## src/rtl/comparator_pkg.sv

```systemverilog
// Shared types for the bit-serial magnitude comparator.
// FSM state encoding and (p,q) decided-state constants.
package comparator_pkg;

  typedef enum logic [1:0] {
    IDLE = 2'd0,
    CMP  = 2'd1,
    DONE = 2'd2
  } state_e;

  localparam logic [1:0] PQ_EQ = 2'b00;
  localparam logic [1:0] PQ_GT = 2'b10;
  localparam logic [1:0] PQ_LT = 2'b01;

endpackage

```

## src/rtl/comparator_slice.sv

```systemverilog
// One-bit comparator slice with sticky decided state.
// Once (p,q) leaves "equal so far" it never changes again.
module comparator_slice
  import comparator_pkg::*;
(
  input  logic p,
  input  logic q,
  input  logic a_i,
  input  logic b_i,
  output logic p_next,
  output logic q_next
);

  // Decide on the first differing bit, otherwise hold
  always_comb begin
    {p_next, q_next} = {p, q};
    if ({p, q} == PQ_EQ) begin
      unique case (1'b1)
        (a_i & ~b_i): {p_next, q_next} = PQ_GT;
        (~a_i & b_i): {p_next, q_next} = PQ_LT;
        default:      {p_next, q_next} = PQ_EQ;
      endcase
    end
  end

endmodule

```

## src/rtl/serial_magnitude_comparator.sv

```systemverilog
// MSB-first bit-serial magnitude comparator, signed/unsigned.
// One slice step per clock; result held until the next accept.
module serial_magnitude_comparator
  import comparator_pkg::*;
#(
  parameter int WIDTH      = 8,
  parameter bit EARLY_EXIT = 1'b0
) (
  input  logic             clock,
  input  logic             reset,
  input  logic             start,
  input  logic [WIDTH-1:0] a,
  input  logic [WIDTH-1:0] b,
  input  logic             signed_mode,
  output logic             busy,
  output logic             done,
  output logic             gt,
  output logic             lt,
  output logic             eq
);

  localparam int IW = (WIDTH > 1) ? $clog2(WIDTH) : 1;
  localparam logic [IW-1:0] IDX_TOP = IW'(WIDTH - 1);

  state_e           r_state;
  state_e           w_next;
  logic [WIDTH-1:0] r_a;
  logic [WIDTH-1:0] r_b;
  logic             r_sgn;
  logic [1:0]       r_pq;
  logic [IW-1:0]    r_idx;
  logic             r_gt;
  logic             r_lt;
  logic             r_eq;

  logic             w_swap;
  logic             w_ai;
  logic             w_bi;
  logic             w_pn;
  logic             w_qn;
  logic [1:0]       w_pq_n;
  logic             w_fin;
  logic             w_accept;

  // In signed mode the sign bits are swapped: a set MSB means smaller
  assign w_swap   = r_sgn & (r_idx == IDX_TOP);
  assign w_ai     = w_swap ? r_b[r_idx] : r_a[r_idx];
  assign w_bi     = w_swap ? r_a[r_idx] : r_b[r_idx];
  assign w_pq_n   = {w_pn, w_qn};
  assign w_fin    = (r_idx == '0) |
                    (EARLY_EXIT & (w_pq_n != PQ_EQ));
  assign w_accept = start & (r_state != CMP);

  comparator_slice u_slice (
    .p      (r_pq[1]),
    .q      (r_pq[0]),
    .a_i    (w_ai),
    .b_i    (w_bi),
    .p_next (w_pn),
    .q_next (w_qn)
  );

  // State register
  always_ff @(posedge clock) begin
    if (reset) r_state <= IDLE;
    else       r_state <= w_next;
  end

  // Next-state logic; DONE accepts a new start like IDLE
  always_comb begin
    w_next = r_state;
    case (r_state)
      IDLE:    if (start) w_next = CMP;
      CMP:     if (w_fin) w_next = DONE;
      DONE:    w_next = start ? CMP : IDLE;
      default: w_next = IDLE;
    endcase
  end

  // Operand latch, bit scan and result capture
  always_ff @(posedge clock) begin
    if (reset) begin
      r_a   <= '0;
      r_b   <= '0;
      r_sgn <= 1'b0;
      r_pq  <= PQ_EQ;
      r_idx <= IDX_TOP;
      r_gt  <= 1'b0;
      r_lt  <= 1'b0;
      r_eq  <= 1'b0;
    end else if (w_accept) begin
      r_a   <= a;
      r_b   <= b;
      r_sgn <= signed_mode;
      r_pq  <= PQ_EQ;
      r_idx <= IDX_TOP;
      r_gt  <= 1'b0;
      r_lt  <= 1'b0;
      r_eq  <= 1'b0;
    end else if (r_state == CMP) begin
      r_pq <= w_pq_n;
      if (w_fin) begin
        r_gt <= w_pn & ~w_qn;
        r_lt <= ~w_pn & w_qn;
        r_eq <= ~w_pn & ~w_qn;
      end else begin
        r_idx <= r_idx - 1'b1;
      end
    end
  end

  assign busy = (r_state == CMP);
  assign done = (r_state == DONE);
  assign gt   = r_gt;
  assign lt   = r_lt;
  assign eq   = r_eq;

endmodule

```

## config.mk

```make
export PLATFORM = sky130hd
export DESIGN_NAME = serial_magnitude_comparator
export DESIGN_NICKNAME = d
export VERILOG_FILES = /design/src/rtl/comparator_pkg.sv /design/src/rtl/comparator_slice.sv /design/src/rtl/serial_magnitude_comparator.sv
export SDC_FILE = /design/constraint.sdc
export NUM_CORES = 1
export LEC_CHECK = 0
export ABC_AREA = 1
export CAP_MARGIN = 40
export CORE_AREA = 2 2 48 54
export CTS_CLUSTER_SIZE = 20
export DETAILED_ROUTE_END_ITERATION = 8
export DIE_AREA = 0 0 50 56
export DONT_BUFFER_PORTS = 1
export GPL_TIMING_DRIVEN = 0
export HOLD_SLACK_MARGIN = 0.03
export PLACE_DENSITY = 0.77
export SLEW_MARGIN = 40
export SYNTH_ARGS = -nofsm -noshare
export SYNTH_HDL_FRONTEND = slang
export SYNTH_HIERARCHICAL = 1
export SYNTH_SLANG_ARGS = --single-unit
```

## constraint.sdc

```tcl
create_clock -name clock -period 4.1 [get_ports clock]
set_input_delay 1.23 -clock clock [delete_from_list [all_inputs] [get_ports clock]]
set_output_delay 1.23 -clock clock [all_outputs]
set_load 0.02 [all_outputs]
```

==> flow_summary_export.csv <==
group,metric,value,unit
global_routing,grt-ovfl-total,0,
global_routing,grt_pass1_wl,4800,µm
critical_path,path_cells,"inv_1, nor2_1",
yosys,synthesis.nets,198,
final_layout,drive_above_1_share,27.9,%
critical_path,max_stage_delay,460,ps
critical_path,end_kind,"output pin",
sta,worst_pin_slew,373,ps
min_path,holdPathEnd,"r_b[2]",
die,dieWidth,50,µm
power_and_ir_drop,irDropWorstVdd,0.256,mV
job,maxCapViolCount,0,
outcome,status,"finished, final reports clean",
clocking,cts.clk_slew.worst_paths,150,ps
global_routing,grt.total_usage,21.4,%
power_and_ir_drop,power.net_switching,157,µW
yosys,syn_area,1400,µm²
critical_path,crit_type,"register to output pin",
power_and_ir_drop,p_sw_share,30.6,%
yosys,avgSynthCellArea,8.01,µm²
yosys,synth_area_leaders,"dfxtp_1, a21oi_2, nand2_1",
sta,grt_setup_unrepaired,"no",
route,vias,1100,
critical_path,worstPathArrival,1150,ps
clocking,ctsLongestPathBuffers,2,
yosys,synthDistinctLibCells,22,
yosys,synth_seq_cells,27,
critical_path,path_max_fanout,2,
final_layout,finalInstanceArea,1470,µm²
route,drc,0,
sta,slew_headroom,75.0,%
final_layout,nFillCells,199,
placement,hpwl,2000,µm
yosys,ys_warn_count,6,
placement,dp.cells,205,
clocking,htreeDepth,1,
power_and_ir_drop,powerDensity,349,nW/µm²
yosys,synth_top_area_share,38.6,%
sta,max_freq,421,MHz
yosys,synthAdderAreaFrac,2.68,%
yosys,synth-edff-count,0,
clocking,post_cts_resized,0,
sta,fin_skew,1.22,ps
sta,finalCriticalPeriod,2380,ps
final_layout,finalNonFillerCells,209,
critical_path,critPathSlowestCell,"dfxtp_1",
yosys,async_flop_share,0,%
critical_path,worst_setup_path_start_kind,"register",
yosys,synth_mux_area_share,0,%
placement,gp_congestion,0.770,
min_path,min_from,"r_b[2]",
final_layout,area_growth_syn_to_layout,4.82,%
critical_path,ff2ff_path_depth,13,
final_layout,final_nets,203,
clocking,cts_num_sinks,27,
yosys,synth_xor_area_share,1.25,%
yosys,seq_area_frac_synth,38.6,%
final_layout,diodes,0,
sta,setup_tns,0,ps
clocking,postCtsSetupBuffers,0,
placement,placed_cell_area,1440,µm²
min_path,worstHoldPathType,"register to register",
placement,portBuffers,0,
yosys,synth_compound_area_share,22.9,%
route,drtIter0Drc,12,
die,core_area,2230,µm²
yosys,synth_top_family_by_area,"compound AO/OA/AOI/OAI gates",
yosys,netlist_instances,175,
power_and_ir_drop,p_seq_share,55.8,%
power_and_ir_drop,p_int,355,µW
global_routing,antenna_found_initial,0,
route,vias_per_cell,5.26,
route,ant_nets,0,
sta,setup_viol,0,
die,start_util,62.9,%
yosys,netlist_top_cells_count,"nand2_1, dfxtp_1, inv_1, nand3_1, a21oi_2",
die,num_rows,18,
power_and_ir_drop,clockPowerShare,22.8,%
sta,finalHoldViolations,0,
sta,drv_slew,0,
yosys,synth_top_flop_cell,"dfxtp_1",
critical_path,r2r-end,"eq",
critical_path,rr_startpoint,"r_idx[0]",
route,drt_first_pass_iters,4,
global_routing,grt_max_degree,17,
global_routing,first_global_vias,1129,
yosys,yosys.area_share.simple,22.5,%
clocking,cts_tree,"built",
placement,dp_slack,2090,ps
clocking,cts-root-buf,"clkbuf_4",
die,pin_count,25,
power_and_ir_drop,p_leak,0.000608,µW
sta,fin_crit_sh,57.9,%
clocking,numCtsBuffers,3,
sta,setup_ws,1720,ps
clocking,ctsHoldBuffers,0,
clocking,clock_latency,320,ps
min_path,min_path_cells,2,
die,die_height,56,µm
critical_path,r2r_setup_slack,2380,ps
route,wire_per_inst,12.4,µm
route,wl,2580,µm
critical_path,cp.required,2870,ps
yosys,synth.most_common_cell,"nand2_1",
power_and_ir_drop,combPwrFrac,21.4,%
yosys,yosys.area.top_type,"dfxtp_1",
die,dieArea,2800,µm²
==> critical path: cells and delay by family (launching register included) <==
family	cells	cell delay, ps
buffers and inverters	1	60
DFF	1	460
and+or+nand+nor	1	300
==> worst max path at each step <==
| stage | start | endpoint | cells after the start |
|---|---|---|---|
| global placement | r_state[1] | done | 2 |
| floorplan | r_state[1] | done | 2 |
| CTS | r_state[1] | done | 2 |
| finish | r_state[1] | done | 2 |
| global route | r_state[1] | done | 2 |
| detailed placement | r_state[1] | done | 2 |
==> kinds of logic (layout without fill, tap and decap cells) <==
family / after synthesis / count (layout)
AND/OR/NAND/NOR: 65 / 65
AO/OA/AOI/OAI: 42 / 42
buffers and inverters: 36 / 40
flip-flops: 27 / 27
adder cells (fa/ha/maj): 3 / 3
XOR/XNOR: 2 / 2
==> sequential cells by signal (all words and copies together), names as in the netlist <==
signal	cells
eq	1
gt	1
lt	1
r_a	8
r_b	8
r_idx	3
r_pq	2
r_sgn	1
r_state	2
==> stage by stage <==
step | hold slack [ps] | total power [µW] | util, %
final | 472 | 512 | 65.9
after global routing | 487 | 542 | 65.9
after CTS | 473 | 518 | 65.9
after detailed placement | 453 | 402 | 64.5
after global placement | 445 | 398 | 64.5
after floorplan | 435 | 383 | -
==> metal layers <==
layer	vias to the layer above	track usage [%]	routed length (µm)
met5	-	0	0
met4	0	8.33	35
met3	4	3.23	104
met2	20	36.8	1310
met1	511	26.1	1140
li1	565	-	-
==> cells in the final DEF (no fill, tap or decap) <==
cell / instances
buf_4: 1
buf_6: 3
nand2_8: 1
nor2_4: 1
inv_1: 23
xor2_1: 2
nor2_8: 1
o21ai_2: 13
clkinvlp_4: 1
dfxtp_1: 27
o211ai_1: 1
a21oi_2: 16
buf_2: 2
nand3_1: 19
inv_2: 6
nor2_1: 4
nand2_1: 36
nand2_2: 1
nand4_1: 2
o21ai_1: 5
inv_6: 1
a21oi_1: 7
clkbuf_4: 3
ha_1: 3
==> power groups by stage <==
stage | clock network [µW] | logic (µW) | registers (µW)
floorplan | 0 | 93.2 | 290
global placement | 0 | 107 | 291
detailed placement | 0 | 110 | 292
CTS | 121 | 111 | 286
global route | 129 | 126 | 287
finish | 117 | 110 | 286
==> area by class of cell <==
type	instances	area [µm²]	share of cell area, %
tap	30	37.5	2.56
inverter	30	118	8.01
clock inverter	1	7.51	0.511
multi-input combinational	112	692	47.1
buffer	6	51.3	3.49
clock buffer	3	22.5	1.53
sequential	27	541	36.8
Note: power is estimated with default switching activity, not from simulation.
